--- config.mk ---
export PLATFORM = sky130hd
export DESIGN_NAME = mem_arbiter
export DESIGN_NICKNAME = d
export VERILOG_FILES = /design/src/rtl/mem_arbiter_pkg.sv /design/src/rtl/mem_arbiter_picker.sv /design/src/rtl/mem_arbiter.sv
export SDC_FILE = /design/constraint.sdc
export NUM_CORES = 1
export LEC_CHECK = 0
export CORE_ASPECT_RATIO = 0.75
export CORE_MARGIN = 2
export CORE_UTILIZATION = 40
export DETAILED_ROUTE_END_ITERATION = 7
export PLACE_DENSITY = 0.94
export SYNTH_ARGS = -nofsm -noshare
export SYNTH_HDL_FRONTEND = slang
export SYNTH_SLANG_ARGS = --single-unit
--- constraint.sdc ---
create_clock -name i_clk -period 2.1 [get_ports i_clk]
set_input_delay 0.63 -clock i_clk [delete_from_list [all_inputs] [get_ports i_clk]]
set_output_delay 0.63 -clock i_clk [all_outputs]
set_load 0.02 [all_outputs]
--- src/rtl/mem_arbiter_pkg.sv ---
// mem_arbiter_pkg
// Shared types and constants for the data-memory arbiter.
//   arb_state_t     : arbiter FSM states (IDLE, BUSY, DONE)
//   arb_port_t      : requester index (PORT_CPU = 0, PORT_DMA = 1)
//   MEM_LATENCY_MAX : largest supported memory latency
//   otherPort()     : returns the requester that is not the argument
package mem_arbiter_pkg;

  typedef enum logic [1:0] {
    IDLE = 2'd0,
    BUSY = 2'd1,
    DONE = 2'd2
  } arb_state_t;

  typedef enum logic {
    PORT_CPU = 1'b0,
    PORT_DMA = 1'b1
  } arb_port_t;

  localparam int MEM_LATENCY_MAX = 4;

  function automatic arb_port_t otherPort(input arb_port_t p);
    return (p == PORT_CPU) ? PORT_DMA : PORT_CPU;
  endfunction

endpackage

--- src/rtl/mem_arbiter_picker.sv ---
// arb_picker
// Combinational winner selection between the CPU and DMA requesters.
// Build option: MEM_ARBITER_RR_EN
//   defined   : ties go to the port that was not granted last (round-robin)
//   undefined : ties always go to the CPU (fixed priority), no last-grant input
// Ports:
//   lastGnt_i : port granted most recently (round-robin build only)
//   reqCpu_i  : CPU request
//   reqDma_i  : DMA request
//   valid_o   : at least one request is pending
//   gnt_o     : winning port, meaningful only when valid_o is high
module arb_picker
  import mem_arbiter_pkg::*;
(
`ifdef MEM_ARBITER_RR_EN
  input  arb_port_t lastGnt_i,
`endif
  input  logic      reqCpu_i,
  input  logic      reqDma_i,
  output logic      valid_o,
  output arb_port_t gnt_o
);

  // A lone requester always wins; only a tie consults the policy.
  always_comb begin
    valid_o = reqCpu_i | reqDma_i;
    gnt_o   = PORT_CPU;
    if (reqCpu_i && reqDma_i) begin
`ifdef MEM_ARBITER_RR_EN
      gnt_o = otherPort(lastGnt_i);
`else
      gnt_o = PORT_CPU;
`endif
    end else if (reqDma_i) begin
      gnt_o = PORT_DMA;
    end
  end

endmodule

--- src/rtl/mem_arbiter.sv ---
// mem_arbiter
// Shares the single data-memory port between the CPU load/store path
// (port 0) and a DMA/debug master (port 1). One transaction at a time:
// grant in IDLE, drive the memory for MEM_LATENCY cycles in BUSY from
// latched copies, then pulse the winner's ack in DONE.
// Build option: MEM_ARBITER_RR_EN selects round-robin on ties (see arb_picker);
// without it the CPU wins every tie and no last-grant register exists.
// Parameters: DATA_WIDTH, ADDR_WIDTH, MEM_LATENCY (1..MEM_LATENCY_MAX)
// Ports:
//   i_clk, i_rst                 : clock, synchronous active-high reset
//   i_cpu_req/we/addr/wdata      : port 0 request, held until o_cpu_ack
//   o_cpu_rdata, o_cpu_ack       : port 0 read data and completion pulse
//   i_dma_* / o_dma_*            : same for port 1
//   o_mem_en/we/addr/wdata       : registered memory-side controls
//   i_mem_rdata                  : memory read data
module mem_arbiter
  import mem_arbiter_pkg::*;
#(
  parameter int DATA_WIDTH  = 16,
  parameter int ADDR_WIDTH  = 12,
  parameter int MEM_LATENCY = 1
) (
  input  logic                  i_clk,
  input  logic                  i_rst,
  input  logic                  i_cpu_req,
  input  logic                  i_cpu_we,
  input  logic [ADDR_WIDTH-1:0] i_cpu_addr,
  input  logic [DATA_WIDTH-1:0] i_cpu_wdata,
  output logic [DATA_WIDTH-1:0] o_cpu_rdata,
  output logic                  o_cpu_ack,
  input  logic                  i_dma_req,
  input  logic                  i_dma_we,
  input  logic [ADDR_WIDTH-1:0] i_dma_addr,
  input  logic [DATA_WIDTH-1:0] i_dma_wdata,
  output logic [DATA_WIDTH-1:0] o_dma_rdata,
  output logic                  o_dma_ack,
  output logic                  o_mem_en,
  output logic                  o_mem_we,
  output logic [ADDR_WIDTH-1:0] o_mem_addr,
  output logic [DATA_WIDTH-1:0] o_mem_wdata,
  input  logic [DATA_WIDTH-1:0] i_mem_rdata
);

  // Out-of-range latencies are pulled into the supported window.
  localparam int LAT = (MEM_LATENCY < 1) ? 1 :
                       (MEM_LATENCY > MEM_LATENCY_MAX) ? MEM_LATENCY_MAX : MEM_LATENCY;
  localparam int CNT_W = $clog2(LAT) + 1;
  localparam logic [CNT_W-1:0] CNT_LOAD = CNT_W'(LAT - 1);

  arb_state_t            state_q;
  arb_port_t             gnt_q;
  logic [CNT_W-1:0]      cnt_q;
  logic [CNT_W-1:0]      cnt_d;
  logic                  we_q;
  logic                  memEn_q;
  logic                  memWe_q;
  logic [ADDR_WIDTH-1:0] memAddr_q;
  logic [DATA_WIDTH-1:0] memWdata_q;
  logic [DATA_WIDTH-1:0] rdata_q;
  logic                  cpuAck_q;
  logic                  dmaAck_q;

  logic                  pickValid;
  arb_port_t             pickGnt;
  logic                  gntWe_d;
  logic [ADDR_WIDTH-1:0] gntAddr_d;
  logic [DATA_WIDTH-1:0] gntWdata_d;

`ifdef MEM_ARBITER_RR_EN
  arb_port_t             lastGnt_q;
`endif

  arb_picker u_picker (
`ifdef MEM_ARBITER_RR_EN
    .lastGnt_i (lastGnt_q),
`endif
    .reqCpu_i  (i_cpu_req),
    .reqDma_i  (i_dma_req),
    .valid_o   (pickValid),
    .gnt_o     (pickGnt)
  );

  // Request fields of whichever port the picker chose this cycle.
  assign gntWe_d    = (pickGnt == PORT_DMA) ? i_dma_we    : i_cpu_we;
  assign gntAddr_d  = (pickGnt == PORT_DMA) ? i_dma_addr  : i_cpu_addr;
  assign gntWdata_d = (pickGnt == PORT_DMA) ? i_dma_wdata : i_cpu_wdata;
  assign cnt_d      = cnt_q - 1'b1;

  // Arbiter FSM. Memory controls are loaded on the grant edge so the first
  // BUSY cycle already presents the latched request; nothing combinational
  // reaches the memory from the requesters. The write strobe is cleared
  // after the first BUSY cycle, giving exactly one strobe per transaction.
  // The counter only decrements while non-zero, so it never wraps.
  always_ff @(posedge i_clk) begin
    if (i_rst) begin
      state_q    <= IDLE;
      gnt_q      <= PORT_CPU;
      cnt_q      <= '0;
      we_q       <= 1'b0;
      memEn_q    <= 1'b0;
      memWe_q    <= 1'b0;
      memAddr_q  <= '0;
      memWdata_q <= '0;
      rdata_q    <= '0;
      cpuAck_q   <= 1'b0;
      dmaAck_q   <= 1'b0;
`ifdef MEM_ARBITER_RR_EN
      lastGnt_q  <= PORT_DMA;
`endif
    end else begin
      cpuAck_q <= 1'b0;
      dmaAck_q <= 1'b0;
      unique case (state_q)
        IDLE: begin
          if (pickValid) begin
            gnt_q      <= pickGnt;
            we_q       <= gntWe_d;
            memEn_q    <= 1'b1;
            memWe_q    <= gntWe_d;
            memAddr_q  <= gntAddr_d;
            memWdata_q <= gntWdata_d;
            cnt_q      <= CNT_LOAD;
            state_q    <= BUSY;
`ifdef MEM_ARBITER_RR_EN
            lastGnt_q  <= pickGnt;
`endif
          end
        end
        BUSY: begin
          memWe_q <= 1'b0;
          if (cnt_q == '0) begin
            if (!we_q) begin
              rdata_q <= i_mem_rdata;
            end
            memEn_q  <= 1'b0;
            cpuAck_q <= (gnt_q == PORT_CPU);
            dmaAck_q <= (gnt_q == PORT_DMA);
            state_q  <= DONE;
          end else begin
            cnt_q <= cnt_d;
          end
        end
        DONE: begin
          state_q <= IDLE;
        end
        default: begin
          state_q <= IDLE;
        end
      endcase
    end
  end

  assign o_mem_en    = memEn_q;
  assign o_mem_we    = memWe_q;
  assign o_mem_addr  = memAddr_q;
  assign o_mem_wdata = memWdata_q;
  assign o_cpu_ack   = cpuAck_q;
  assign o_dma_ack   = dmaAck_q;
  assign o_cpu_rdata = rdata_q;
  assign o_dma_rdata = rdata_q;

endmodule

==> results of run 1 <==
==> kinds of logic (layout without fill, tap and decap cells) <==
group,after synthesis,in the layout
buffers and inverters,42,162
AO/OA/AOI/OAI,79,79
AND/OR/NAND/NOR,105,105
flip-flops,52,52
==> cell usage after synthesis <==
master | count | area [µm²]
a211oi_1 | 1 | 7.51
a21oi_1 | 46 | 230
a22oi_1 | 1 | 7.51
a311oi_1 | 18 | 158
a311oi_2 | 10 | 150
and2_1 | 1 | 6.26
and2b_1 | 1 | 7.51
buf_2 | 8 | 40.0
buf_4 | 22 | 165
buf_6 | 4 | 45.0
clkbuf_1 | 6 | 22.5
dfxtp_1 | 52 | 1040
inv_1 | 2 | 7.51
nand2_1 | 91 | 342
nand2b_1 | 2 | 12.5
nor2_1 | 4 | 15.0
nor2_2 | 1 | 6.26
nor3_1 | 1 | 5.00
nor3b_2 | 1 | 12.5
o2111ai_1 | 1 | 8.76
o21ai_0 | 1 | 5.00
o32ai_2 | 1 | 16.3
or2_1 | 2 | 12.5
or3b_1 | 1 | 8.76
==> area by class of cell <==
cell class,count,area (µm²)
inverters,2,7.51
clock inverters,1,5.00
clock buffers,6,72.6
multi-input cells,184,1010
flip-flops and latches,52,1040
repair buffers,153,1520
fillers,481,1980
well taps,78,97.6
==> power by group through the flow <==
| stage | logic [W] | clock network [W] | registers [W] |
|---|---|---|---|
| after global placement | 0.000798 | 0 | 0.00115 |
| after floorplan | 0.000322 | 0 | 0.00126 |
| final | 0.000815 | 0.000540 | 0.00113 |
| after detailed placement | 0.000816 | 0 | 0.00116 |
| after CTS | 0.000818 | 0.000558 | 0.00113 |
| after global routing | 0.000866 | 0.000601 | 0.00115 |
==> how the worst max path moves through the flow <==
stage | start | to | slack [ps] | cells past startpoint
finish | o_mem_wdata[12] | o_mem_wdata[12] | 170 | 1
global route | o_mem_wdata[12] | o_mem_wdata[12] | 120 | 1
CTS | o_cpu_rdata[15] | o_cpu_rdata[15] | 160 | 1
detailed placement | i_cpu_req | o_mem_addr[11] | 40 | 5
global placement | i_cpu_req | o_mem_addr[9] | 130 | 5
floorplan | i_dma_req | o_mem_addr[3] | 600 | 5
==> registers in the layout, summed over array words and instances (netlist names) <==
register and count:
gnt_q 1, o_cpu_ack 1, o_cpu_rdata 16, o_dma_ack 1, o_mem_addr 12, o_mem_en 1
o_mem_wdata 16, o_mem_we 1, state_q 2, we_q 1
==> per-layer routing <==
layer | track usage | up-vias | wire length (µm)
li1 | - | 1179 | -
met1 | 0.233 | 1130 | 2750
met2 | 0.376 | 96 | 3500
met3 | 0.0572 | 8 | 472
met4 | 0.0663 | 0 | 94
met5 | 0 | - | 0
==> stage by stage <==
stage	setup slack [ps]	total power, W	hold WS, ps	utilization
after detailed placement	41.5	0.00197	448	0.642
final	166	0.00249	456	0.655
after CTS	162	0.00251	460	0.655
after floorplan	600	0.00158	417	-
after global routing	123	0.00261	494	0.655
after global placement	132	0.00195	447	0.642
==> cell usage in the layout (no fill, tap or decap), types with 2 or more instances in the layout <==
cell type	instances
a21oi_1	46
a311oi_1	18
a311oi_2	10
buf_12	2
buf_4	10
clkbuf_8	5
clkdlybuf4s50_1	140
dfxtp_1	52
inv_1	2
nand2_1	91
nand2b_1	2
nor2_1	3
nor2_2	2
or2_1	2
==> summary.txt, run 1 <==
Outcome
  • Status: finished, final reports clean

Layout
  • Post-route insts no fill: 476
  • Diode count: 0
  • Finished Cell Area: approximately 0.0038 mm²
  • Area grow syn2layout: 61.2%
  • Layout cells sized above 1: 0.0829
  • Final nets: 476

Logic synthesis
  • Mux contribution to synthesized area: 0
  • Simple-Gate Fraction of Synth Area: 0.183
  • Sequential fraction of the synthesis area: 0.446
  • Syn_area_per_cell: roughly 8.4 µm²
  • Synth Area in XOR/XNOR: 0
  • Synth Instances: 278
  • Seq cells post-synth: 52
  • Count of cell types in the netlist: 24
  • Synth Area in Compound Gates: 0.250
  • Yosys warns: 0
  • Largest family of logic cells by synthesized area: compound AO/OA/AOI/OAI gates
  • Mapped Area: 0.00233 mm²
  • Syn nets: 356
  • Post-synthesis adder-cell area fraction: 0

Pwr
  • Maximum vdd drop: 318 µV
  • Sequential power share: 0.455
  • Leak: 1.38 nW
  • Pint: about 0.0017 W
  • Psw: about 0.00076 W
  • Combinational share of power: 0.328
  • Pwr per Cell Area: 662 mW/mm²
  • Switching share of power: 0.306
  • Power share of the clock group: 0.217

Place
  • Detailed Place HPWL: 5.13 mm
  • Routability cong.: 0.732
  • Post-placement cell area: 0.00368 mm²
  • Placed Cells: around 470
  • PortBufs: around 140

Route
  • Antenna viol nets, final: 0
  • WL per Instance: 14.3 µm
  • 1st-pass router iterations: 4
  • Via count: ~2,400
  • Iter 0 DRT Violations: 135
  • Residual DRC count: 0
  • Final wirelength: ~6.8 mm
  • Vias per inst: 5.07

CTS
  • Num Clock Sinks: 52
  • Clock Pin Slew Worst Setup and Hold Paths: 100 ps
  • CTS Hold Buffers Added: 0
  • CTS tree: built
  • Root Driver: clkbuf_8
  • Max Buffers Root-to-Sink: 2
  • Post-CTS Setup Inserts: 0
  • H-tree depth: 2
  • Post-CTS Resized: 0
  • Cts bufs inserted: 5
  • Worst-Skew Late Latency: around 310 ps

Global routing
  • Largest net degree at the start of global routing: 33
  • Initial antenna violation count: 0
  • Vias in the first global route: 2,320
  • Total grt overflow: 0
  • First-pass GRT wire length: between 10 and 15 mm
  • Total Routing Usage GR: 0.206

Setup path
  • WP buf/inv: 1
  • Critical Path Source Type: register
  • Worst r2r src: state_q[0]
  • Delay-heaviest family, CP: buffers and inverters
  • Arrival time at the worst endpoint: 1300 ps
  • Worst Path Max Fanout: 2
  • Worst path required time: between 1000 and 1500 ps
  • Cell breakdown of the critical path: clkdlybuf4s50_1
  • R2R setup slack: 720 ps
  • Max incr delay on CP: 640 ps
  • FF-to-FF End: o_cpu_rdata[12]
  • Crit. End Element: output port
  • FF-to-FF path depth: 3
  • Kind of critical path: register to output port
  • Worst path slowest cell: clkdlybuf4s50_1

Die
  • Core box area: 0.00574 mm²
  • Die Area: ~0.0065 mm²
  • Initial Util: 0.407
  • Width of the die: 92.2 µm
  • Top Ports: 142
  • Row cnt: 24
  • Die Span Y: between 70 and 80 µm

Min path
  • Type of the worst min-delay path: register to register
  • Worst hold endpoint: o_mem_en
  • WHS Path Cells: 2
  • Hold_sp: o_mem_en

STA
  • Setup_tns: 0 ps
  • Slew Viols, Final: 0
  • FMAX: between 500 and 600 MHz
  • Post-route clock skew: between 10 and 15 ps
  • Final setup viols: 0
  • Crit share post-route: 0.921
  • Actual slew at the worst max-slew pin: 540 ps
  • Final Hold Vio Count: 0
  • Tmin final: 1930 ps
  • Slew margin rel.: 0.640
  • RSZ-0062 raised after global routing: no

Job
  • Max_cap viols: 0
Note: power is estimated with default switching activity, not from simulation.
==> inputs of run 2 (changes only) <==
CORE_MARGIN = 1   (was 2)
RECOVER_POWER = 100   (was unset)
==> run 2 against run 1 <==
Net effect:
- clock-buffer cell count up 2
- core utilization up 2.5 points
- global-route usage is 0.99 points higher
- non-clock buffer count down 2
- register-to-register slack worse by 400 ps
- worst hold slack better by 10 ps
- highest routed layer unchanged
- largest cell class unchanged
==> summary.txt, run 2 (synthesis gave the netlist of run 1 again) <==
Global routing
  • First-pass GRT wire length: 10.6 mm (-0.45%)
  • Largest net degree at the start of global routing: 33 (unchanged)
  • Total grt overflow: 0 (unchanged)
  • Vias in the first global route: 2,290 (-1.3%)
  • Initial antenna violation count: 0 (unchanged)
  • Total Routing Usage GR: 0.216 (+0.00995)

Route
  • Final wirelength: 6.63 mm (-2.7%)
  • Residual DRC count: 0 (unchanged)
  • Vias per inst: 5.03 (-0.87%)
  • 1st-pass router iterations: 4 (unchanged)
  • Via count: 2,372 (-1.7%)
  • Iter 0 DRT Violations: 91 (-33%)
  • WL per Instance: 14.1 µm (-1.9%)
  • Antenna viol nets, final: 0 (unchanged)

CTS
  • Clock Pin Slew Worst Setup and Hold Paths: 90 ps (about the same)
  • Worst-Skew Late Latency: 300 ps (about the same)
  • CTS Hold Buffers Added: 0 (unchanged)
  • Post-CTS Resized: 0 (unchanged)
  • CTS tree: built
  • Num Clock Sinks: 52 (unchanged)
  • Cts bufs inserted: 5 (unchanged)
  • Post-CTS Setup Inserts: 0 (unchanged)
  • Max Buffers Root-to-Sink: 2 (unchanged)
  • Root Driver: clkbuf_8
  • H-tree depth: 2 (unchanged)

Die
  • Width of the die: 90.2 µm (-2.2%)
  • Core box area: 0.00547 mm² (-4.7%)
  • Die Area: 0.00614 mm² (-5.0%)
  • Top Ports: 142 (unchanged)
  • Die Span Y: 68.1 µm (-2.9%)
  • Initial Util: 0.427 (+0.0199)
  • Row cnt: 23 (-4.2%)

Setup path
  • Delay-heaviest family, CP: buffers and inverters
  • Critical Path Stages: 1 (unchanged)
  • Arrival time at the worst endpoint: 1350 ps (+50 ps)
  • Worst path slowest cell: dlygate4sd3_1
  • Worst Path Max Fanout: 3 (+1)
  • Crit. End Element: output port
  • Cell breakdown of the critical path: dlygate4sd3_1
  • Critical Path Source Type: register
  • Worst path required time: 1470 ps (about the same)
  • WP buf/inv: 1 (unchanged)
  • FF-to-FF path depth: 4 (+1)
  • Kind of critical path: register to output port
  • Max incr delay on CP: 690 ps (+50 ps)

Place
  • PortBufs: 141 (unchanged)
  • Setup Slack @ Placement: 23.5 ps (-18.0 ps)
  • Routability cong.: 0.785 (+7.2%)
  • Post-placement cell area: 0.00367 mm² (-0.17%)
  • Detailed Place HPWL: 4.91 mm (-4.4%)

Outcome
  • Status: finished, final reports clean

STA
  • Setup WS post-layout: 123 ps (-42.7 ps)
  • Setup_tns: 0 ps (unchanged)
  • RSZ-0062 raised after global routing: no
  • Tmin final: 1980 ps (+42.7 ps)
  • Crit share post-route: 0.941 (+0.0203)
  • Slew Viols, Final: 0 (unchanged)
  • Final setup viols: 0 (unchanged)
  • Post-route clock skew: 7.42 ps (-5.34 ps)
  • Slew margin rel.: 0.432 (-0.208)
  • FMAX: 506 MHz (-2.2%)
  • Actual slew at the worst max-slew pin: 852 ps (+312 ps)
  • Final Hold Vio Count: 0 (unchanged)

Pwr
  • Pwr per Cell Area: 659 mW/mm² (-0.51%)
  • Leak: 1.53 nW (+11%)
  • Maximum vdd drop: 294 µV (-7.5%)
  • Switching share of power: 0.299 (-0.00714)
  • Pint: 0.00172 W (-0.46%)
  • Combinational share of power: 0.307 (-0.021)
  • Sequential power share: 0.461 (+0.006)
  • Power share of the clock group: 0.232 (+0.015)
  • Tot Pwr: 0.00245 W (-1.5%)
  • Psw: 0.000732 W (-3.8%)

Layout
  • Area of the multi-input gates: 977 µm² (-3.6%)
  • Final Util: 0.681 (+0.0255)
  • Final nets: 474 (-0.42%)
  • Area grow syn2layout: 59.6%
  • Diode count: 0 (unchanged)
  • Layout cells sized above 1: 0.0605 (-0.0225)
  • Fillcell total: 470 (-2.3%)
  • FF+latch area: 0.00104 mm² (unchanged)
  • Most frequent cells in the layout: nand2_1, clkdlybuf4s50_1, dlygate4sd3_1
  • Most common cell after layout, fill and taps aside: nand2_1
  • Finished Cell Area: 0.00372 mm² (-0.97%)

Min path
  • WHS Path Cells: 2 (unchanged)
  • Type of the worst min-delay path: register to register

Job
  • Max_cap viols: 0 (unchanged)
[run 2: power groups by stage]
stage	sequential, W	combinational (W)	clock [W]
floorplan	0.00126	0.000322	0
global placement	0.00115	0.000790	0
detailed placement	0.00116	0.000806	0
CTS	0.00114	0.000809	0.000585
global route	0.00114	0.000812	0.000627
finish	0.00113	0.000753	0.000569
[run 2: cell type report]
class / instances / area share
Timing Repair Buffer: 151 / 0.406
Inverter: 2 / 0.00202
Multi-Input combinational cell: 184 / 0.263
Sequential cell: 52 / 0.280
Clock buffer: 8 / 0.0242
Tap cell: 75 / 0.0252
[run 2: worst paths after layout]
path / endpoint / slack (ps) / startpoint
max: o_dma_rdata[1] / 120 / o_cpu_rdata[1]
min reg2reg: o_mem_en / 470 / o_mem_en
max reg2reg: o_cpu_rdata[15] / 320 / state_q[0]
min: o_mem_en / 470 / o_mem_en
[run 2: routing by layer]
metal | share of wire | track usage | vias up
li1 | - | - | 1180
met1 | 0.41 | 0.253 | 1089
met2 | 0.51 | 0.402 | 99
met3 | 0.075 | 0.0622 | 4
met4 | 0.0063 | 0.0484 | 0
met5 | 0 | 0 | -
[run 2: through the flow]
step                instances  hold WS, ps
finish                    472          466
CTS                       472          468
global placement          464          447
global route              472          486
floorplan                 278          417
detailed placement        464          454
